`src/rtl/muldiv_unit.sv`:
```
// muldiv_unit: iterative radix-2 multiply/divide unit that owns the HI/LO
// registers of the MIPS core.
//
// Ports:
//   clk, reset          - clock, synchronous active-high reset
//   start_i, op_i       - issue MULT(00)/MULTU(01)/DIV(10)/DIVU(11)
//   rs_i, rt_i          - multiplicand/dividend, multiplier/divisor
//   mthi_i, mtlo_i      - write wdata_i to HI / LO (IDLE only, start has priority)
//   wdata_i             - MTHI/MTLO data
//   mf_req_i            - pipeline reads HI/LO this cycle
//   hi_o, lo_o          - architectural HI/LO
//   busy_o              - operation in flight
//   done_o              - one-cycle pulse after HI/LO were written by a mul/div
//   stall_o             - combinational stall request to the pipeline
//
// Every operation takes WIDTH+1 cycles: WIDTH RUN iterations plus one FIXUP
// cycle that applies the sign correction and writes HI/LO.
module muldiv_unit #(
   parameter int WIDTH = 32
) (
   input  logic             clk,
   input  logic             reset,
   input  logic             start_i,
   input  logic [1:0]       op_i,
   input  logic [WIDTH-1:0] rs_i,
   input  logic [WIDTH-1:0] rt_i,
   input  logic             mthi_i,
   input  logic             mtlo_i,
   input  logic [WIDTH-1:0] wdata_i,
   input  logic             mf_req_i,
   output logic [WIDTH-1:0] hi_o,
   output logic [WIDTH-1:0] lo_o,
   output logic             busy_o,
   output logic             done_o,
   output logic             stall_o
);

   localparam int PW = 2 * WIDTH;
   localparam int CW = $clog2(WIDTH);

   typedef enum logic [1:0] {IDLE = 2'd0, RUN = 2'd1, FIXUP = 2'd2} state_t;

   state_t        state;
   logic [CW-1:0] cnt;

   function automatic logic [WIDTH-1:0] neg_w(input logic [WIDTH-1:0] v);
      return ~v + WIDTH'(1);
   endfunction

   function automatic logic [PW-1:0] neg_p(input logic [PW-1:0] v);
      return ~v + PW'(1);
   endfunction

   // Operand magnitudes: only MULT/DIV interpret operands as signed.
   logic signed [WIDTH-1:0] rs_s, rt_s;
   logic                    signed_op, rs_neg, rt_neg;
   logic [WIDTH-1:0]        rs_mag, rt_mag;

   assign rs_s      = rs_i;
   assign rt_s      = rt_i;
   assign signed_op = ~op_i[0];
   assign rs_neg    = signed_op & (rs_s < 0);
   assign rt_neg    = signed_op & (rt_s < 0);
   assign rs_mag    = rs_neg ? neg_w(rs_i) : rs_i;
   assign rt_mag    = rt_neg ? neg_w(rt_i) : rt_i;

   // Iteration datapath. mcand holds the multiplicand or divisor magnitude.
   logic             is_div, res_neg, rem_neg, div_zero;
   logic [WIDTH-1:0] dvd_raw, mcand, rem, quo;
   logic [PW-1:0]    prod;
   logic [WIDTH:0]   mul_sum, rem_sh, rem_diff;

   assign mul_sum  = {1'b0, prod[PW-1:WIDTH]}
                   + (prod[0] ? {1'b0, mcand} : {(WIDTH+1){1'b0}});
   // The restored remainder is always below the divisor, so a borrow out of
   // this (WIDTH+1)-bit subtraction means "does not go".
   assign rem_sh   = {rem, quo[WIDTH-1]};
   assign rem_diff = rem_sh - {1'b0, mcand};

   logic [PW-1:0]    prod_fix;
   logic [WIDTH-1:0] quo_fix, rem_fix;

   assign prod_fix = res_neg ? neg_p(prod) : prod;
   assign quo_fix  = res_neg ? neg_w(quo) : quo;
   assign rem_fix  = rem_neg ? neg_w(rem) : rem;

   assign stall_o = ~reset & busy_o & (start_i | mf_req_i | mthi_i | mtlo_i);

   // Datapath registers carry no reset; they are always loaded before use.
   always_ff @(posedge clk) begin
      if (state == IDLE && start_i) begin
         is_div   <= op_i[1];
         res_neg  <= rs_neg ^ rt_neg;
         rem_neg  <= rs_neg;
         div_zero <= (rt_i == '0);
         dvd_raw  <= rs_i;
         mcand    <= rt_mag;
         prod     <= {{WIDTH{1'b0}}, rs_mag};
         rem      <= '0;
         quo      <= rs_mag;
      end else if (state == RUN) begin
         if (is_div) begin
            rem <= rem_diff[WIDTH] ? rem_sh[WIDTH-1:0] : rem_diff[WIDTH-1:0];
            quo <= {quo[WIDTH-2:0], ~rem_diff[WIDTH]};
         end else begin
            prod <= {mul_sum, prod[WIDTH-1:1]};
         end
      end
   end

   // Control FSM and architectural HI/LO.
   always_ff @(posedge clk) begin
      if (reset) begin
         state  <= IDLE;
         cnt    <= '0;
         hi_o   <= '0;
         lo_o   <= '0;
         busy_o <= 1'b0;
         done_o <= 1'b0;
      end else begin
         done_o <= 1'b0;
         case (state)
            IDLE: begin
               if (start_i) begin
                  state  <= RUN;
                  cnt    <= '0;
                  busy_o <= 1'b1;
               end else begin
                  if (mthi_i) hi_o <= wdata_i;
                  if (mtlo_i) lo_o <= wdata_i;
               end
            end
            RUN: begin
               cnt <= cnt + CW'(1);
               if (cnt == CW'(WIDTH - 1)) state <= FIXUP;
            end
            FIXUP: begin
               if (!is_div) begin
                  hi_o <= prod_fix[PW-1:WIDTH];
                  lo_o <= prod_fix[WIDTH-1:0];
               end else if (div_zero) begin
                  hi_o <= dvd_raw;
                  lo_o <= '1;
               end else begin
                  hi_o <= rem_fix;
                  lo_o <= quo_fix;
               end
               state  <= IDLE;
               busy_o <= 1'b0;
               done_o <= 1'b1;
            end
            default: state <= IDLE;
         endcase
      end
   end

endmodule

```
`config.mk`:
```
export PLATFORM = sky130hd
export DESIGN_NAME = muldiv_unit
export DESIGN_NICKNAME = d
export VERILOG_FILES = /design/src/rtl/muldiv_unit.sv
export SDC_FILE = /design/constraint.sdc
export NUM_CORES = 1
export LEC_CHECK = 0
export BUFFER_PORTS_ARGS = -buffer_cell sky130_fd_sc_hd__clkbuf_2
export CAP_MARGIN = 5
export CORE_ASPECT_RATIO = 1.2
export CORE_MARGIN = 4
export CORE_UTILIZATION = 30
export CTS_BUF_LIST = sky130_fd_sc_hd__clkbuf_4 sky130_fd_sc_hd__clkbuf_8
export DETAILED_ROUTE_END_ITERATION = 10
export HOLD_SLACK_MARGIN = 0.15
export PLACE_DENSITY = 0.57
export RECOVER_POWER = 100
export SKIP_LAST_GASP = 1
export SLEW_MARGIN = 20
export SYNTH_ARGS = -nofsm -noshare
export SYNTH_HDL_FRONTEND = slang
export SYNTH_SLANG_ARGS = --single-unit
```
`constraint.sdc`:
```
create_clock -name clk -period 4.63 [get_ports clk]
set_input_delay 0.926 -clock clk [delete_from_list [all_inputs] [get_ports clk]]
set_output_delay 0.926 -clock clk [all_outputs]
set_load 0.005 [all_outputs]
```
==> results of run 1 <==
## Yosys cell counts, drive strengths merged, types with 19 or more instances
library cell	count	share of area
o41ai	23	0.011
nor2	187	0.039
clkbuf	91	0.019
or3	32	0.012
o22ai	19	0.0065
o221ai	20	0.0096
ha	71	0.049
a21o	31	0.013
nor4	19	0.0069
nand2	202	0.042
mux2i	43	0.024
or4	30	0.013
dfxtp	137	0.15
nand3	41	0.011
o21ai	189	0.052
a21oi	149	0.041
edfxtp	132	0.22
xnor2	129	0.062
o31ai	43	0.019
inv	64	0.013
xor2	89	0.043
nor3	51	0.014
o21a	65	0.027
## kinds of logic (layout without fill, tap and decap cells)
| family | Yosys count | after routing | share of synthesized area |
|---|---|---|---|
| xor gates and xnor gates | 218 | 218 | 0.105 |
| muxes | 48 | 48 | 0.0268 |
| AOI/OAI and AO/OA | 668 | 668 | 0.238 |
| and+or+nand+nor | 660 | 660 | 0.173 |
| adders and majority gates | 73 | 73 | 0.0511 |
| buffers and inverters | 174 | 354 | 0.0361 |
| DFF | 269 | 269 | 0.369 |
| other | 0 | 4 | 0 |
## area by class of cell
type | count | area, um2 | share of cell area
inverter | 66 | 253 | 0.0121
sequential | 269 | 6710 | 0.321
antenna | 4 | 10.0 | 0.000479
tap | 800 | 1000 | 0.0479
clock inverter | 20 | 312 | 0.0149
clock buffer | 67 | 847 | 0.0405
timing repair buffer | 201 | 956 | 0.0458
multi-input combinational | 1667 | 10800 | 0.517
## stage by stage
step	instance area, um2	power (mW)
floorplan	18200	4.41
global placement	19900	5.16
detailed placement	19900	5.18
CTS	21000	7.93
global route	20900	8.25
finish	20900	7.90
## registers in the layout (all words and copies together), names as in the netlist
register and cells:
prod 64, dvd_raw 32, hi_o 32, lo_o 32
mcand 32, quo 32, rem 32, cnt 5
state 2, busy_o 1, div_zero 1, done_o 1
is_div 1, rem_neg 1, res_neg 1
## power by group
group          switching, mW  leakage [nW]  internal, mW
registers              0.325          2.38          2.76
logic                   1.28          4.86         0.802
clock network           1.10         0.601          1.64
total                   2.70          7.85          5.20
## per-layer routing
layer,share of wire,global-route usage,up-vias
li1,-,-,8099
met1,0.40,0.260,8258
met2,0.47,0.348,715
met3,0.060,0.0275,169
met4,0.063,0.123,0
met5,0,0,-
## worst max-delay path, cell delays in order, from the launching register on
cell and delay, ns:
dfxtp_1 0.51, ha_1 0.42, a21oi_1 0.23, o211ai_1 0.11, a31o_2 0.27, a2111oi_0 0.59
o41ai_1 0.13, a31oi_1 0.27, xnor2_2 0.14, clkbuf_2 0.84, mux2_2 0.42, o22ai_1 0.12
## how the worst min path moves through the flow
stage | startpoint | to | slack (ns) | cells after the start
3_5_place_dp | hi_o[14]$_SDFFE_PP0P_ | hi_o[14]$_SDFFE_PP0P_ | 0.46 | 2
3_3_place_gp | cnt[3]$_SDFFE_PP0P_ | cnt[3]$_SDFFE_PP0P_ | 0.45 | 1
2_1_floorplan | cnt[3]$_SDFFE_PP0P_ | cnt[3]$_SDFFE_PP0P_ | 0.43 | 1
4_1_cts | op_i[1] | is_div$_DFFE_PP_ | 0.45 | 1
6_report | hi_o[14]$_SDFFE_PP0P_ | hi_o[14]$_SDFFE_PP0P_ | 0.46 | 2
5_1_grt | op_i[1] | is_div$_DFFE_PP_ | 0.46 | 1
==> impl_metrics.py, run 1 <==
metrics = {
    "outcome": {
        "status": "complete, but fails checks",
        "violations": "capacitance limit, slew limit",
    },
    "clock_tree": {
        "clockRootBuffer": "clkbuf_8",
        "cts.sinks": 269,
        "cts.clk_slew.worst_paths_ns": 0.06,
        "htree_levels": 2,
        "cts.repair.resized": 0,
        "cts_tree": "built",
        "clk_latency_ns": 0.66,
        "hold_buffers": 0,
        "numCtsBuffers": 49,
        "cts_buffer_depth": 3,
        "cts_setup_buffers": 0,
    },
    "global_routing": {
        "grt_pass1_wl_um": 104000,
        "grt.overflow.total": 0,
        "grt_max_degree": 106,
        "grt_usage": 0.210,
        "first_global_vias": 16300,
        "antenna_found_initial": 3,
    },
    "timing": {
        "timing.setup.tns_ns": 0,
        "holdWs_ns": 0.463,
        "min_period_ns": 4.15,
        "finalCritPeriodShare": 0.896,
        "finalHoldViolations": 0,
        "finalWorstSetupSlack_ns": 0.480,
        "fmax_mhz": 241,
        "maxSlewViolCount": 66,
        "finClkSkew_ns": 0.0667,
        "rsz0062_at_grt": "no",
        "tightest_slew_ns": 1.89,
        "relSlewSlack": -0.263,
        "setup_viol": 0,
    },
    "placement": {
        "dp.cells": 3003,
        "routabilityCongestion": 0.960,
        "io_buffers": 170,
        "dp_slack_ns": 0.877,
        "dpl.hpwl_um": 55300,
    },
    "finish": {
        "final_common_cell": "nand2_1",
        "final_cell_mix": "nand2_1, nor2_1, o21ai_0",
        "drive_above_1_share": 0.0952,
        "final_cells": 3094,
        "post-route-util": 0.349,
        "syn_to_final_growth_pct": 15.0,
        "num-fill-cells": 6348,
        "nets": 2431,
    },
    "floorplanning": {
        "fp.dieH_um": 278,
        "fp.dieW_um": 233,
        "start_util": 0.304,
        "core_um2": 59800,
        "io_pins": 171,
        "die_area_um2": 64600,
        "row_count": 98,
    },
    "route": {
        "drt_iter0_drc": 1543,
        "vias": 17200,
        "wl_um": 71200,
        "detail_route.vias_per_cell": 5.57,
        "drc_errors": 0,
        "wl_per_cell_um": 23.0,
        "dr.pass1.iters": 6,
        "ant_nets": 0,
    },
    "setup_path": {
        "critPathMaxFanout": 38,
        "setup.worst_path.start": "rem[16]$_SDFFE_PP0P_",
        "critPathCapture": "rem[0]$_SDFFE_PP0P_",
        "reg2reg_depth": 11,
        "rr_endpoint": "rem[0]$_SDFFE_PP0P_",
        "worstPathArrival_ns": 4.68,
        "rrSetupSlack_ns": 0.48,
        "reg2reg_from": "rem[16]$_SDFFE_PP0P_",
        "critical_path_class": "reg -> reg",
        "startpoint_type": "flip-flop",
        "cp.required_ns": 5.16,
        "cp-end-kind": "flip-flop",
    },
    "yosys": {
        "ys.flop_type": "dfxtp_1",
        "synth-edff-count": 132,
        "yosysWarnings": 0,
        "synth_area_um2": 18200,
        "syn-num-nets": 2287,
        "yosys.cell_types.count": 81,
        "ys_seq_area_frac": 0.369,
        "ys_ff_latch": 269,
        "syn_avg_cell_area_um2": 8.61,
        "postSynth.asyncResetShare": 0,
        "synth_cells": 2110,
    },
    "run": {
        "maxCapViolCount": 2,
    },
    "hold_path": {
        "hold_class": "reg -> reg",
    },
    "pwr": {
        "power_density_nw_per_um2": 378,
        "peakVddDrop_mv": 0.156,
        "cellLeakagePower_nw": 7.85,
    },
}
(Power assumes the default switching activity.)
==> inputs of run 2 (changes only) <==
- CORE_UTILIZATION: 30 -> 45
- CTS_CLUSTER_DIAMETER: default -> 60
- PLACE_DENSITY: 0.57 -> 0.74
==> run 2 against run 1 <==
Net effect: the run still ends with capacitance limit, slew limit left; critical path depth decreased by 2; combinational power is 2% lower; setup slack better by 0.046 ns; flip-flop and latch count stayed put; wire length fell by 13%; first-iteration DRC count increased by 28%; die area down 32%; power down 5.9%; highest routed layer unchanged.
==> impl_metrics.py, run 2 (synthesized netlist as in run 1, its figures left out) <==
metrics = {
    "outcome": {
        "status": "complete, but fails checks",
        "violations": "capacitance limit, slew limit",
    },
    "global_routing": {
        "grt.overflow.total": 0,
        "grt_max_degree": 126,
        "grt_pass1_wl_um": 93800,
        "grt_usage": 0.272,
        "antenna_found_initial": 2,
        "first_global_vias": 15900,
    },
    "setup_path": {
        "crit_chain": "or4_1 -> or4_1 -> nor3_1 -> nand3_1 -> or2_0 -> mux2i_1 -> nor4_1 -> clkbuf_1 -> nor3_1",
        "critPathTopFamily": "simple AND/OR/NAND/NOR gates",
        "worstPathArrival_ns": 4.45,
        "startpoint_type": "flip-flop",
        "critical-path-max-stage-delay_ns": 0.73,
        "crit_buf_inv": 1,
        "cp-end-kind": "flip-flop",
        "crit_path_top_delay_cell": "nor3_1",
        "cp.required_ns": 4.97,
        "critical_path_class": "reg -> reg",
        "critPathMaxFanout": 8,
    },
    "finish": {
        "post-route-util": 0.512,
        "syn_to_final_growth_pct": 12.2,
        "num-fill-cells": 3821,
        "multiInputGateArea_um2": 10800,
        "nets": 2430,
        "drive_above_1_share": 0.0970,
        "final_cell_mix": "nand2_1, nor2_1, o21ai_0",
        "final_common_cell": "nand2_1",
        "largest_register_ffs": 64,
        "regMostFlops": "prod",
        "seqCellArea_um2": 6710,
    },
    "floorplanning": {
        "row_count": 80,
        "start_util": 0.456,
        "core_um2": 39800,
        "die_area_um2": 43700,
        "fp.dieH_um": 228,
        "io_pins": 171,
        "fp.dieW_um": 191,
    },
    "route": {
        "detail_route.vias_per_cell": 6.13,
        "drc_errors": 0,
        "wl_um": 61800,
        "wl_per_cell_um": 21.9,
        "drt_iter0_drc": 1971,
        "vias": 17300,
        "dr.pass1.iters": 6,
        "ant_nets": 0,
    },
    "clock_tree": {
        "cts.repair.resized": 0,
        "numCtsBuffers": 45,
        "cts_tree": "built",
        "cts.sinks": 269,
        "hold_buffers": 0,
        "cts.clk_slew.worst_paths_ns": 0.06,
        "clk_latency_ns": 0.60,
        "htree_levels": 2,
        "cts_buffer_depth": 3,
        "cts_setup_buffers": 0,
        "clockRootBuffer": "clkbuf_8",
    },
    "timing": {
        "setup_viol": 0,
        "tightest_slew_ns": 3.19,
        "finalHoldViolations": 0,
        "maxSlewViolCount": 302,
        "relSlewSlack": -1.13,
        "fmax_mhz": 244,
        "rsz0062_at_grt": "no",
        "finalCritPeriodShare": 0.886,
        "finClkSkew_ns": 0.0300,
        "holdWs_ns": 0.470,
        "timing.setup.tns_ns": 0,
        "min_period_ns": 4.10,
    },
    "run": {
        "maxCapViolCount": 5,
    },
    "pwr": {
        "finalPower_mw": 7.43,
        "cellLeakagePower_nw": 7.79,
        "power_density_nw_per_um2": 364,
        "peakVddDrop_mv": 0.188,
    },
    "placement": {
        "dpl.hpwl_um": 48400,
        "routabilityCongestion": 1.02,
        "io_buffers": 170,
    },
    "hold_path": {
        "hold_class": "reg -> reg",
    },
}
run 2: changes by cell type in the layout (fill, tap and decap cells not counted), moves of 4 or more:
cell | previous run | this run
clkbuf_8 | 55 | 48
clkinv_1 | 6 | 10
clkbuf_1 | 94 | 84
clkbuf_2 | 85 | 100
run 2: metal layers:
| metal | vias to the layer above | GRT usage | share of wire |
|---|---|---|---|
| met5 | - | 0 | 0 |
| met4 | 0 | 0.117 | 0.051 |
| met2 | 852 | 0.447 | 0.47 |
| li1 | 8084 | - | - |
| met3 | 156 | 0.0384 | 0.083 |
| met1 | 8208 | 0.357 | 0.40 |
run 2: path summary, 6_finish.rpt:
kind,startpoint,to,slack (ns),depth (start not counted)
max reg2reg,prod[16]$_DFFE_PP_,hi_o[31]$_SDFFE_PP0P_,0.53,9
min,cnt[3]$_SDFFE_PP0P_,cnt[3]$_SDFFE_PP0P_,0.47,1
max,prod[16]$_DFFE_PP_,hi_o[31]$_SDFFE_PP0P_,0.53,9
min reg2reg,cnt[3]$_SDFFE_PP0P_,cnt[3]$_SDFFE_PP0P_,0.47,1
run 2: through the flow:
step,cell area (um2),worst slack [ns],cells
floorplan,18200,0.893,2110
global placement,19600,0.910,2739
detailed placement,19600,0.890,2739
CTS,20600,0.851,2821
global route,20400,0.319,2822
finish,20400,0.526,2822
run 2: final cells by class:
cell class | count | area share
well taps | 533 | 0.0327
inverters | 66 | 0.0122
clock inverters | 25 | 0.0125
flip-flops and latches | 269 | 0.329
multi-input cells | 1667 | 0.530
diodes | 1 | 0.000123
repair buffers | 204 | 0.0478
clock buffers | 57 | 0.0357
run 2: power by group:
group | total, mW | internal [mW] | switching [mW]
registers | 3.07 | 2.76 | 0.309
logic | 2.03 | 0.803 | 1.23
clock network | 2.33 | 1.32 | 1.01
==> inputs of run 3 (changes only) <==
- ABC_AREA: default -> 1
==> run 3 against run 2 <==
Net effect: the flow still finishes with violations (capacitance limit, slew limit); combinational power rose by 66%; register-to-register slack better by 0.32 ns; largest cell class unchanged; synthesized area grew 16%.
==> impl_metrics.py, run 3 <==
metrics = {
    "pwr": {
        "cellLeakagePower_nw": 10.8,
        "peakVddDrop_mv": 0.215,
        "swShare": 0.428,
        "power_density_nw_per_um2": 379,
        "p_switching_mw": 3.78,
        "p_seq_frac": 0.357,
        "internal-power_mw": 5.05,
        "combPwrFrac": 0.381,
        "clkPwrFrac": 0.261,
    },
    "finish": {
        "syn_to_final_growth_pct": 10.4,
        "final_common_cell": "nand2_1",
        "regMostFlops": "prod",
        "fin_area_um2": 23300,
        "largest_register_ffs": 64,
        "nets": 3634,
        "drive_above_1_share": 0.0718,
        "final_cell_mix": "nand2_1, nor2_1, inv_1",
        "num-fill-cells": 4804,
    },
    "floorplanning": {
        "io_pins": 171,
        "fp.dieW_um": 206,
        "fp.dieH_um": 245,
        "start_util": 0.458,
        "core_um2": 46200,
        "die_area_um2": 50500,
        "row_count": 86,
    },
    "setup_path": {
        "critPathTopFamily": "buffers and inverters",
        "worstPathArrival_ns": 4.04,
        "critical-path-max-stage-delay_ns": 0.75,
        "cp.required_ns": 4.88,
        "crit_path_top_delay_cell": "clkbuf_1",
        "crit_chain": "inv_1 -> nand2_1 -> nor2_1 -> inv_1 -> clkbuf_1 -> nand2_1 -> buf_4",
        "startpoint_type": "flip-flop",
        "critical_path_class": "reg -> reg",
        "critPathMaxFanout": 33,
        "crit_buf_inv": 4,
        "cp-end-kind": "flip-flop",
    },
    "yosys": {
        "yosys.area.top_type": "edfxtp_1",
        "synthTopCellsByArea": "edfxtp_1, nand2_1, dfxtp_1, nor2_1, inv_1",
        "syn_avg_cell_area_um2": 6.36,
        "syn-num-nets": 3498,
        "ys_ff_latch": 269,
        "postSynth.asyncResetShare": 0,
        "netlist_top_cells_count": "nand2_1, nor2_1, inv_1",
        "ys.flop_type": "dfxtp_1",
        "synth_most_common_cell": "nand2_1",
        "synth-edff-count": 132,
        "synth_cells": 3321,
        "synth_area_um2": 21100,
        "yosys.cell_types.count": 56,
        "yosysWarnings": 0,
        "synth_top_area_share": 0.188,
        "ys_seq_area_frac": 0.317,
    },
    "clock_tree": {
        "numCtsBuffers": 46,
        "hold_buffers": 0,
        "htree_levels": 2,
        "cts_buffer_depth": 3,
        "cts.repair.resized": 0,
        "clk_latency_ns": 0.62,
        "cts_setup_buffers": 0,
        "cts.sinks": 269,
        "clockRootBuffer": "clkbuf_8",
        "cts_tree": "built",
        "cts.clk_slew.worst_paths_ns": 0.06,
    },
    "global_routing": {
        "antenna_found_initial": 2,
        "grt.overflow.total": 0,
        "grt_max_degree": 94,
        "grt_usage": 0.309,
        "grt_pass1_wl_um": 122000,
        "first_global_vias": 21400,
    },
    "timing": {
        "tightest_slew_ns": 1.57,
        "finalHoldViolations": 0,
        "relSlewSlack": -0.0452,
        "fmax_mhz": 264,
        "setup_viol": 0,
        "maxSlewViolCount": 23,
        "rsz0062_at_grt": "no",
        "finalCritPeriodShare": 0.818,
        "min_period_ns": 3.79,
        "timing.setup.tns_ns": 0,
        "finClkSkew_ns": 0.0307,
    },
    "route": {
        "detail_route.vias_per_cell": 5.69,
        "dr.pass1.iters": 6,
        "ant_nets": 0,
        "vias": 23400,
        "wl_um": 80800,
        "drt_iter0_drc": 2724,
        "drc_errors": 0,
        "wl_per_cell_um": 19.7,
    },
    "placement": {
        "io_buffers": 170,
        "placed_area_um2": 22500,
        "dpl.hpwl_um": 63400,
        "routabilityCongestion": 1.06,
    },
    "hold_path": {
        "hold_class": "reg -> reg",
    },
    "outcome": {
        "violations": "capacitance limit, slew limit",
        "status": "complete, but fails checks",
    },
    "run": {
        "maxCapViolCount": 1,
    },
}
## run 3: changes by cell type in the layout (fill, tap and decap cells not counted), moves of 81 or more
cell	delta
nand2_1	+720
xnor2_1	-101
inv_1	+327
nor2_1	+237
o21ai_0	+103
a21oi_1	+81
nand3_1	+232
## run 3: kinds of logic (layout without fill, tap and decap cells)
| kind of cell | count (synthesis) | in the layout | share of synthesized area |
|---|---|---|---|
| simple gates | 1771 | 1771 | 0.351 |
| compound gates | 633 | 633 | 0.164 |
| buf+inv | 503 | 677 | 0.0930 |
| flops | 269 | 269 | 0.317 |
| fa+ha+maj | 73 | 73 | 0.0440 |
| xor+xnor | 72 | 72 | 0.0299 |
| other cells | 0 | 1 | 0 |
## run 3: per-stage QoR
step           total power, mW  utilization  hold slack [ns]  worst slack [ns]  cells
2_1_floorplan             5.42            -            0.445              1.71   3321
3_3_place_gp              6.44        0.487            0.457              1.23   4025
3_5_place_dp              6.47        0.487            0.463              1.19   4025
4_1_cts                   8.77        0.509            0.474              1.67   4111
5_1_grt                   9.34        0.505            0.508             0.757   4112
6_report                  8.83        0.505            0.472             0.841   4112
## run 3: worst paths after layout
kind / slack, ns / from / cells after the start / to
worst max register to register: 0.84 / state[0]$_SDFFE_PP0P_ / 7 / quo[5]$_DFFE_PP_
worst min-delay path: 0.47 / rem[1]$_SDFFE_PP0P_ / 2 / rem[1]$_SDFFE_PP0P_
worst max-delay path: 0.84 / state[0]$_SDFFE_PP0P_ / 7 / quo[5]$_DFFE_PP_
worst min register to register: 0.47 / rem[1]$_SDFFE_PP0P_ / 2 / rem[1]$_SDFFE_PP0P_
## run 3: tightest hold or removal path: stages (launching register included)
cell and delay, ns:
dfxtp_1 0.32, nand2_1 0.06, nand2_1 0.05
## run 3: area by class of cell
type	count	area, um2	share of cell area
antenna	1	2.50	0.000107
clock buffer	67	853	0.0366
clock inverter	19	128	0.00547
inverter	398	1490	0.0641
multi-input combinational	2549	12400	0.533
sequential	269	6710	0.288
tap	616	771	0.0331
timing repair buffer	193	925	0.0397
## run 3: power by group through the flow
stage | clock, mW | combinational [mW] | sequential (mW)
after global placement | 0 | 3.26 | 3.19
after global routing | 2.44 | 3.74 | 3.17
after CTS | 2.33 | 3.31 | 3.14
final | 2.31 | 3.36 | 3.15
after floorplan | 0 | 2.39 | 3.03
after detailed placement | 0 | 3.29 | 3.18
## run 3: metal layers
| layer | GRT usage | up-vias | wire, um |
|---|---|---|---|
| met5 | 0 | - | 0 |
| met4 | 0.147 | 0 | 4590 |
| met3 | 0.0520 | 238 | 7900 |
| met2 | 0.489 | 1238 | 35700 |
| met1 | 0.412 | 10700 | 32600 |
| li1 | - | 11200 | - |
